**src/rtl/v60_prefetch_queue.sv**
```systemverilog
// v60_prefetch_queue: instruction prefetch byte queue and fetch sequencer
// presenting the oldest six bytes as a decode window. Rev 1.0
`default_nettype none

module v60_prefetch_queue #(
   parameter int          QUEUE_BYTES = 16,
   parameter logic [31:0] RESET_PC    = 32'hFFFF_FFF0
) (
   input  logic        clk,
   input  logic        rst,
   input  logic        flush,
   input  logic [31:0] flush_pc,
   output logic        mem_req,
   output logic [31:0] mem_addr,
   input  logic        mem_ack,
   input  logic [31:0] mem_rdata,
   output logic [47:0] inst,
   output logic        inst_valid,
   output logic [31:0] inst_pc,
   input  logic        consume,
   input  logic [2:0]  consume_len,
   output logic        len_err,
   output logic [4:0]  q_count
);

   typedef enum logic [1:0] {
      S_IDLE = 2'd0,
      S_REQ  = 2'd1,
      S_DROP = 2'd2
   } state_t;

   state_t      state_q, state_d;
   logic [7:0]  queue_q [QUEUE_BYTES];
   logic [7:0]  queue_d [QUEUE_BYTES];
   logic [4:0]  count_q, count_d;
   logic [31:0] pc_q, pc_d;
   logic [31:0] fptr_q, fptr_d;
   logic [31:0] addr_q, addr_d;
   logic [1:0]  skip_q, skip_d;
   logic        len_err_q, len_err_d;

   logic        consume_ok;
   logic        take;
   logic [2:0]  shift;
   logic [2:0]  fill;
   logic [5:0]  base;

   always_comb begin
      consume_ok = consume && (consume_len != 3'd0) && (consume_len != 3'd7)
                   && ({2'b00, consume_len} <= count_q);
      take  = (state_q == S_REQ) && mem_ack;
      shift = consume_ok ? consume_len : 3'd0;
      fill  = take ? (3'd4 - {1'b0, skip_q}) : 3'd0;
      base  = {1'b0, count_q} - {3'b000, shift};

      // Shift out retired bytes, then append the fetched bytes behind the survivors.
      for (int i = 0; i < QUEUE_BYTES; i++) begin
         queue_d[i] = 8'h00;
         if (i < int'(base)) begin
            queue_d[i] = queue_q[i + int'(shift)];
         end else if ((i - int'(base)) < int'(fill)) begin
            queue_d[i] = mem_rdata[8*(int'(skip_q) + i - int'(base)) +: 8];
         end
      end
      count_d   = base[4:0] + {2'b00, fill};
      pc_d      = pc_q + {29'd0, shift};
      fptr_d    = take ? (fptr_q + 32'd4) : fptr_q;
      skip_d    = take ? 2'd0 : skip_q;
      len_err_d = consume && !consume_ok && !flush;

      if (flush) begin
         for (int i = 0; i < QUEUE_BYTES; i++) begin
            queue_d[i] = 8'h00;
         end
         count_d = 5'd0;
         pc_d    = flush_pc;
         fptr_d  = {flush_pc[31:2], 2'b00};
         skip_d  = flush_pc[1:0];
      end
   end

   // The request address is latched at issue so a flush during DROP cannot disturb it.
   always_comb begin
      state_d = state_q;
      addr_d  = addr_q;
      case (state_q)
         S_IDLE: begin
            if (!flush && (count_q <= 5'(QUEUE_BYTES - 4))) begin
               state_d = S_REQ;
               addr_d  = fptr_q;
            end
         end
         S_REQ: begin
            if (flush && !mem_ack) state_d = S_DROP;
            else if (mem_ack)      state_d = S_IDLE;
         end
         S_DROP: begin
            if (mem_ack) state_d = S_IDLE;
         end
         default: state_d = S_IDLE;
      endcase
   end

   always_ff @(posedge clk or posedge rst) begin
      if (rst) begin
         state_q   <= S_IDLE;
         count_q   <= 5'd0;
         pc_q      <= RESET_PC;
         fptr_q    <= {RESET_PC[31:2], 2'b00};
         addr_q    <= {RESET_PC[31:2], 2'b00};
         skip_q    <= RESET_PC[1:0];
         len_err_q <= 1'b0;
         for (int i = 0; i < QUEUE_BYTES; i++) begin
            queue_q[i] <= 8'h00;
         end
      end else begin
         state_q   <= state_d;
         count_q   <= count_d;
         pc_q      <= pc_d;
         fptr_q    <= fptr_d;
         addr_q    <= addr_d;
         skip_q    <= skip_d;
         len_err_q <= len_err_d;
         for (int i = 0; i < QUEUE_BYTES; i++) begin
            queue_q[i] <= queue_d[i];
         end
      end
   end

   assign mem_req    = (state_q != S_IDLE);
   assign mem_addr   = addr_q;
   assign inst       = {queue_q[0], queue_q[1], queue_q[2], queue_q[3], queue_q[4], queue_q[5]};
   assign inst_valid = (count_q >= 5'd6);
   assign inst_pc    = pc_q;
   assign len_err    = len_err_q;
   assign q_count    = count_q;

endmodule

`default_nettype wire

```
**config.mk**
```make
export PLATFORM = sky130hd
export DESIGN_NAME = v60_prefetch_queue
export DESIGN_NICKNAME = d
export VERILOG_FILES = /design/src/rtl/v60_prefetch_queue.sv
export SDC_FILE = /design/constraint.sdc
export NUM_CORES = 1
export LEC_CHECK = 0
export CAP_MARGIN = 20
export CORE_MARGIN = 2
export CORE_UTILIZATION = 25
export CTS_CLUSTER_SIZE = 30
export DETAILED_ROUTE_END_ITERATION = 10
export PLACE_DENSITY = 0.46
export SYNTH_ARGS = -nofsm -noshare
export SYNTH_HDL_FRONTEND = slang
export SYNTH_SLANG_ARGS = --single-unit
export TNS_END_PERCENT = 30
```
**constraint.sdc**
```tcl
create_clock -name clk -period 19.3 [get_ports clk]
set_input_delay 2.895 -clock clk [delete_from_list [all_inputs] [get_ports clk]]
set_output_delay 2.895 -clock clk [all_outputs]
set_load 0.03 [all_outputs]
```
==> metrics.yaml, run 1 <==
finClkSkew_ns: 0.01670
drtIter0Drc: 2197
totalPowerFinal_mw: 3.958
met3_usage_pct: 4.657
cts-htree-levels: 1
yosys_warnings: 0
syn_to_final_growth_pct: 18.08
crit_type: "primary input to flip-flop"
ir_drop_v: 0.0001016
synth-compound-area-share_pct: 21.81
post-place-ws_ns: 8.761
syn_avg_cell_area_sq_um: 9.140
vias_per_cell: 5.998
drc: 0
synth-simple-area-share_pct: 14.59
fmax_ghz: 0.09867
antenna_found_initial: 3
final_cell_mix: "nand2_1 (283), nand3_1 (189), clkdlybuf4s50_1 (187), dfrtp_1 (146), mux2i_1 (120)"
synth_fa_ha_area_share_pct: 4.173
syn_area_sq_mm: 0.02045
grt_pass1_wl_mm: 140.9
cts.path.max_buffers: 3
placeableCoreArea_sq_mm: 0.08081
setup_viol: 0
hold_path_class: "flip-flop to flip-flop"
synth_edf_count: 0
ys_ff_latch: 230
clock_sinks: 230
fin_ws_ns: 9.165
synth-xor-area-share_pct: 3.090
use_met1_pct: 29.05
fill_cells: 8401
clkLatencyLatePin_ns: 0.60
tns_ns: 0
rsz0062_at_grt: "no"
holdBufCountCts: 0
fin_util_pct: 29.88
nets: 2423
cp_max_fo: 90
drv_slew: 0
max-cap-violations: 0
grt_start_max_net_pins: 104
power_leakage_nw: 8.795
grt.total_usage_pct: 22.34
io_pins: 192
routed_wl_mm: 97.39
dr.pass1.iters: 6
async_reset_ff_share_pct: 100.0
ys_types: 78
slew_headroom_pct: 18.02
synth_area_leader_cell: "dfrtp_1"
first_global_vias: 19750
drive_above_1_share_pct: 17.50
post-cts-setup-buffers: 0
die_h_microns: 290.0
powerDensity_mw_per_mm2: 163.9
finish.instance_area_sq_mm: 0.02414
critPathArrivalTime_ns: 10.67
dp_hpwl_mm: 66.66
synth_top_family_by_area: "compound AO/OA/AOI/OAI gates"
cts_tree: "built"
vias: 20250
path_clk_slew_ns: 0.06
status: "finished clean"
final_common_cell: "nand2_1"
cp-end-kind: "flip-flop"
grt_overflow: 0
synth_flop_cell: "dfrtp_1"
wl_per_cell_microns: 28.85
rows: 104
start_util_pct: 25.30
synth_top_area_share_pct: 17.87
ys_seq_area_share_pct: 28.66
cts_buffers: 30
dpl_cell_area_sq_mm: 0.02309
hold_viol: 0
synth_area_leaders: "dfrtp_1 (18%), dfstp_2 (11%), mux4_2 (11%), mux2i_1 (5.9%), nand2_1 (5.2%)"
busiest_layer: "met2"
place_congestion: 0.9179
post-route-period-util_pct: 52.51
grt.met2_usage_pct: 35.96
die-area_sq_mm: 0.08409
ctsResizeCount: 0
worst_hold_slack_ns: 0.5119
synthesis.instances: 2237
portBuffers: 189
dp.cells: 3316
cp.required_ns: 19.83
synth_mux_area_share_pct: 20.74
die_x_microns: 290.0
startpoint_type: "primary input"
worst_pin_slew_ns: 1.230
fin_crit_ns: 10.14
ctsRootBufferMaster: "clkbuf_16"
detail-route-antenna-nets: 0
final_cell_count_no_fill: 3376
==> where the power goes <==
part | switching, mW | internal (mW) | total [mW]
registers | 0.242 | 0.639 | 0.881
logic | 1.62 | 0.874 | 2.49
clock network | 0.246 | 0.337 | 0.584
total | 2.11 | 1.85 | 3.96
==> metal layers <==
| metal | vias to the layer above | part of all wire, % |
|---|---|---|
| li1 | 8579 | - |
| met4 | 2 | 4.5 |
| met2 | 1174 | 46 |
| met5 | - | 0.0072 |
| met3 | 204 | 8.3 |
| met1 | 10290 | 41 |
==> sequential cells by signal (all words and copies together) (netlist names) <==
register  flops
fptr_q       30
inst         48
inst_pc      32
len_err       1
mem_addr     30
q_count       5
queue_q      80
skip_q        2
state_q       2
==> synthesized netlist by cell type (all sizes together), types with 49 or more instances <==
master	n
o21ai	78
mux2	74
nor2	58
mux4	98
mux2i	120
clkbuf	112
a211oi	50
a31oi	87
buf	109
dfstp	84
a21oi	71
nand3	190
nand2	284
ha	49
dfrtp	146
o22ai	55
a21o	68
inv	84
==> layout make-up <==
class                           instances  area [sq um]  share of cell area (%)
Clock inverter                         13         108.9                  0.4508
Clock buffer                           43         900.9                   3.731
Tap cell                             1060          1326                   5.493
Antenna cell                            2         5.005                 0.02073
Inverter                               84         325.3                   1.347
Multi-Input combinational cell       1703         13310                   55.11
Sequential cell                       230          5861                   24.27
Timing Repair Buffer                  241          2312                   9.577
==> path summary, 6_finish.rpt <==
check,slack [ns],start,to,cells past startpoint
worst max-delay path,9.16,consume_len[2],inst[39],17
worst max register to register,11.36,q_count[2],inst[39],17
worst min register to register,0.51,mem_addr[2],mem_addr[2],1
worst min-delay path,0.51,mem_addr[2],mem_addr[2],1
max in group asynchronous,14.22,rst,queue_q[35],5
min in group asynchronous,2.84,rst,inst[5],2
==> kinds of logic (layout without fill, tap and decap cells) <==
group	count (synthesis)	in the layout
adders and majority gates	61	61
buffers and inverters	305	381
muxes	292	292
AOI/OAI and AO/OA	632	632
DFF	230	230
xor gates and xnor gates	69	69
and+or+nand+nor	647	647
other	1	4
==> worst max-delay path: stages <==
cell and delay [ns]:
clkdlybuf4s50_1 0.49, ha_1 0.36, a21oi_1 0.44, a211o_4 0.23, buf_4 0.78, nand2_2 0.83
fa_1 0.75, a211oi_2 0.51, nand2_1 0.14, o211ai_1 0.54, ha_1 0.72, inv_1 0.23
nor2_1 0.54, nand3_1 0.17, a2111oi_2 0.41, buf_4 0.38, a22o_1 0.21
Power figures use the tool's default switching activity.
==> run 2, diff against run 1 <==
--- a/config.mk
+++ b/config.mk
@@ -10,7 +10,7 @@
 export CORE_UTILIZATION = 25
 export CTS_CLUSTER_SIZE = 30
 export DETAILED_ROUTE_END_ITERATION = 10
-export PLACE_DENSITY = 0.46
+export PLACE_DENSITY = 0.48
 export SYNTH_ARGS = -nofsm -noshare
 export SYNTH_HDL_FRONTEND = slang
 export SYNTH_SLANG_ARGS = --single-unit
==> constraint.sdc (replaced) <==
create_clock -name clk -period 8.87 [get_ports clk]
set_input_delay 1.3305 -clock clk [delete_from_list [all_inputs] [get_ports clk]]
set_output_delay 1.3305 -clock clk [all_outputs]
set_load 0.03 [all_outputs]
==> run 2 against run 1 <==
  * Utilization grew 0.088 points
  * Global-route usage fell by 0.26 points
  * Total power increased by 120%
  * Combinational power grew 120%
  * Register-to-register slack lost 8.7 ns
  * Final cell count up 0.12%
  * Cell area is 0.30% higher
  * Critical path depth increased by 1
==> metrics.yaml, run 2 (synthesis results as in run 1) <==
nets: 2427
path_clk_slew_ns: 0.06
io_pins: 192
fin_ws_ns: 1.903
post-route-period-util_pct: 78.54
routed_wl_mm: 96.26
ctsRootBufferMaster: "clkbuf_16"
ir_drop_v: 0.0001661
cp_max_fo: 8
fmax_ghz: 0.1435
cp-end-kind: "flip-flop"
timing.reg2reg.setup_slack_ns: 2.62
holdBufCountCts: 0
clkLatencyLatePin_ns: 0.59
worst_hold_slack_ns: 0.5084
cts_buffers: 30
final_common_cell: "nand2_1"
tns_ns: 0
crit_type: "primary input to flip-flop"
detail-route-antenna-nets: 0
grt.total_usage_pct: 22.08
die-area_sq_mm: 0.08409
hold_path_class: "flip-flop to flip-flop"
finClkSkew_ns: 0.01046
p_switching_mw: 4.581
seqPwrFrac_pct: 21.8
final_cell_mix: "nand2_1 (283), nand3_1 (188), clkdlybuf4s50_1 (187), dfrtp_1 (146), mux2i_1 (120)"
internal_power_mw: 4.126
vias_per_cell: 5.992
powerDensity_mw_per_mm2: 359.6
first_global_vias: 20020
place_congestion: 0.9112
combPwrFrac_pct: 62.6
cts_tree: "built"
vias: 20250
rsz0062_at_grt: "no"
die_h_microns: 290.0
top_register: "queue_q"
grt_pass1_wl_mm: 140.5
clock_sinks: 230
die_x_microns: 290.0
dr.pass1.iters: 6
grt_start_max_net_pins: 154
antenna_found_initial: 4
setup_viol: 0
syn_to_final_growth_pct: 18.43
rows: 104
cp.required_ns: 9.38
largest_register_ffs: 80
drive_above_1_share_pct: 17.57
power_leakage_nw: 8.837
portBuffers: 189
grt_overflow: 0
post-cts-setup-buffers: 0
cts-htree-levels: 1
worst_pin_slew_ns: 1.255
hold_viol: 0
post-place-ws_ns: 1.622
drc: 0
fin_crit_ns: 6.967
p_sw_share_pct: 52.61
cts.path.max_buffers: 3
drtIter0Drc: 2372
start_util_pct: 25.30
ctsResizeCount: 0
placeableCoreArea_sq_mm: 0.08081
drv_slew: 0
wl_per_cell_microns: 28.48
power_frac_clock_pct: 15.6
critPathArrivalTime_ns: 7.47
fill_cells: 8421
startpoint_type: "primary input"
dp_hpwl_mm: 65.25
max-cap-violations: 0
status: "finished clean"
slew_headroom_pct: 16.15
==> run 2: cell types whose count changed in the layout (fill, tap and decap cells not counted), sizes merged <==
cell	previous run	this run
clkbuf	43	40
diode	2	3
bufinv	1	5
clkinv	10	8
buf	54	58
==> run 2: routing by layer <==
metal / GRT usage [%] / wire [microns] / up-vias
met1: 28.20 / 38780 / 10250
li1: - / - / 8578
met4: 8.600 / 4196 / 4
met3: 6.204 / 9340 / 230
met2: 35.26 / 43860 / 1192
met5: 0 / 88 / -
==> run 2: power groups by stage <==
stage | Clock (mW) | Combinational, mW | Sequential [mW]
2_1_floorplan | 0 | 3.31 | 1.83
3_3_place_gp | 0 | 5.30 | 1.90
3_5_place_dp | 0 | 5.30 | 1.90
4_1_cts | 1.38 | 5.33 | 1.88
5_1_grt | 1.42 | 5.74 | 1.92
6_report | 1.36 | 5.45 | 1.90
==> run 2: path summary, 6_finish.rpt <==
path                                start     endpoint  depth (start not counted)
hold reg to reg               mem_addr[3]  mem_addr[3]                          1
setup reg to reg               q_count[2]     inst[47]                         18
setup / recovery           consume_len[2]     inst[47]                         18
max in group asynchronous             rst     inst[10]                          3
min in group asynchronous             rst  mem_addr[2]                          2
hold / removal                mem_addr[3]  mem_addr[3]                          1
==> run 2: cell type report <==
| class | count | area (sq um) | share of cell area, % |
|---|---|---|---|
| repair buffers | 245 | 2337 | 9.652 |
| inverters | 84 | 325.3 | 1.343 |
| clock inverters | 15 | 203.9 | 0.8422 |
| well taps | 1060 | 1326 | 5.477 |
| multi-input cells | 1703 | 13290 | 54.86 |
| flip-flops and latches | 230 | 5861 | 24.20 |
| clock buffers | 40 | 869.6 | 3.591 |
| diodes | 3 | 7.507 | 0.03100 |
==> run 2: metrics by stage <==
stage	instances	utilization (%)	power (mW)	cell area (sq um)
finish	3380	29.97	8.707	24220
global route	3378	29.96	9.080	24210
global placement	3320	28.60	7.206	23110
detailed placement	3321	28.60	7.198	23110
CTS	3376	29.93	8.600	24190
floorplan	2238	-	5.133	20450
==> run 2: worst max-delay path, stage by stage <==
cell,delay [ns]
clkdlybuf4s50_1,0.50
ha_1,0.37
a21oi_1,0.46
a211o_4,0.28
and3_4,0.22
ha_1,0.17
inv_1,0.06
fa_1,0.43
a211oi_2,0.51
nand2_1,0.15
o211ai_1,0.52
ha_1,0.28
inv_1,0.10
nor2_1,0.58
nand3_1,0.17
a211oi_1,0.82
buf_4,0.36
o2bb2ai_1,0.16
==> run 3, diff against run 2 <==
==> constraint.sdc (replaced) <==
create_clock -name clk -period 6.4 [get_ports clk]
set_input_delay 0.96 -clock clk [delete_from_list [all_inputs] [get_ports clk]]
set_output_delay 0.96 -clock clk [all_outputs]
set_load 0.03 [all_outputs]
==> run 3 against run 2 <==
  * Worst setup slack got worse by 1.2 ns
  * Non-clock buffer count is 37 higher
  * Clock skew increased by 0.0073 ns
  * Worst hold slack improved by 0.0067 ns
  * Critical endpoint is now inst[37]
==> metrics.yaml, run 3 (synthesis results as in run 1) <==
status: "finished clean"
post-route-period-util_pct: 89.24
dr.pass1.iters: 6
start_util_pct: 25.30
max-cap-violations: 0
placeableCoreArea_sq_mm: 0.08081
die-area_sq_mm: 0.08409
post-cts-setup-buffers: 0
cts_tree: "built"
cp-end-kind: "flip-flop"
holdBufCountCts: 0
drtIter0Drc: 2486
cts_buffers: 30
slew_headroom_pct: 18.22
hold_viol: 0
powerDensity_mw_per_mm2: 493.8
ir_drop_v: 0.0002689
final_cell_mix: "nand2_1 (283), nand3_1 (188), clkdlybuf4s50_1 (187), dfrtp_1 (146), mux2i_1 (120)"
totalPowerFinal_mw: 12.07
grt.total_usage_pct: 21.87
clkLatencyLatePin_ns: 0.60
power_leakage_nw: 8.972
antenna_found_initial: 1
hold_path_class: "flip-flop to flip-flop"
grt_pass1_wl_mm: 138.5
wl_per_cell_microns: 27.98
seqPwrFrac_pct: 21.5
path_clk_slew_ns: 0.06
p_sw_share_pct: 52.73
syn_to_final_growth_pct: 19.56
dp_hpwl_mm: 65.75
drv_slew: 0
rows: 104
nets: 2464
power_frac_clock_pct: 14.5
routed_wl_mm: 95.56
cp_max_fo: 9
grt_start_max_net_pins: 129
vias_per_cell: 5.970
post-place-ws_ns: 0.1505
die_h_microns: 290.0
cp.required_ns: 6.90
n_antenna_cell: 0
critPathArrivalTime_ns: 6.21
drc: 0
startpoint_type: "primary input"
fin_crit_ns: 5.711
portBuffers: 189
finClkSkew_ns: 0.01777
grt_overflow: 0
place_congestion: 0.9304
largest_register_ffs: 80
clock_sinks: 230
crit_type: "primary input to flip-flop"
die_x_microns: 290.0
combPwrFrac_pct: 63.9
cts.path.max_buffers: 3
drive_above_1_share_pct: 18.73
worst_pin_slew_ns: 1.222
internal_power_mw: 5.706
top_register: "queue_q"
setup_viol: 0
first_global_vias: 19970
io_pins: 192
final_common_cell: "nand2_1"
vias: 20390
detail-route-antenna-nets: 0
p_switching_mw: 6.365
ctsRootBufferMaster: "clkbuf_16"
cts-htree-levels: 1
fin_ws_ns: 0.6887
rsz0062_at_grt: "no"
fmax_ghz: 0.1751
ctsResizeCount: 0
[run 3: final timing paths]
kind	cells past startpoint	slack [ns]	endpoint	from
max	19	0.69	inst[37]	consume_len[2]
min	1	0.52	state_q[0]	state_q[1]
max reg2reg	19	1.08	inst[37]	q_count[2]
min reg2reg	1	0.52	state_q[0]	state_q[1]
max in group asynchronous	4	4.24	mem_addr[2]	rst
min in group asynchronous	3	0.90	inst[20]	rst
[run 3: through the flow]
step,TNS (ns),utilization [%],std cells,area [sq um],hold WS (ns)
after floorplan,-6.011,-,2238,20450,0.4693
after global placement,0,29.02,3359,23450,0.4887
after detailed placement,0,29.02,3359,23450,0.5064
after CTS,0,30.25,3415,24450,0.5139
after global routing,0,30.25,3415,24450,0.5662
final,0,30.25,3415,24450,0.5151
[run 3: area by class of cell]
class | instances | area [sq um]
fill | 8386 | 56360
multi-input combinational | 1703 | 13280
tap | 1060 | 1326
sequential | 230 | 5861
timing repair buffer | 282 | 2668
clock buffer | 39 | 824.5
clock inverter | 17 | 167.7
inverter | 84 | 321.6
[run 3: worst max-delay path, stage by stage]
cell and delay, ns:
clkdlybuf4s50_1 0.52, ha_1 0.38, a21oi_1 0.25, a211o_4 0.22, and3_4 0.21, ha_1 0.17
inv_1 0.05, fa_1 0.43, a211oi_2 0.27, nand2_1 0.11, o211ai_1 0.52, ha_1 0.45
inv_1 0.15, nor2_1 0.41, nand3_1 0.16, a2111oi_2 0.44, buf_4 0.33, nand2_1 0.07
o21ai_0 0.09
[run 3: routing by layer]
layer / up-vias / wire, microns / global-route usage, %
met2: 1200 / 42570 / 34.19
met5: - / 68 / 0.5105
met1: 10260 / 38630 / 28.44
li1: 8672 / - / -
met3: 248 / 8841 / 4.580
met4: 4 / 5455 / 11.24
[run 3: power groups by stage]
stage	sequential (mW)	clock, mW	combinational, mW
6_report	2.60	1.75	7.72
5_1_grt	2.64	1.85	8.13
4_1_cts	2.59	1.78	7.60
3_5_place_dp	2.60	0	7.56
3_3_place_gp	2.61	0	7.54
2_1_floorplan	2.53	0	4.58
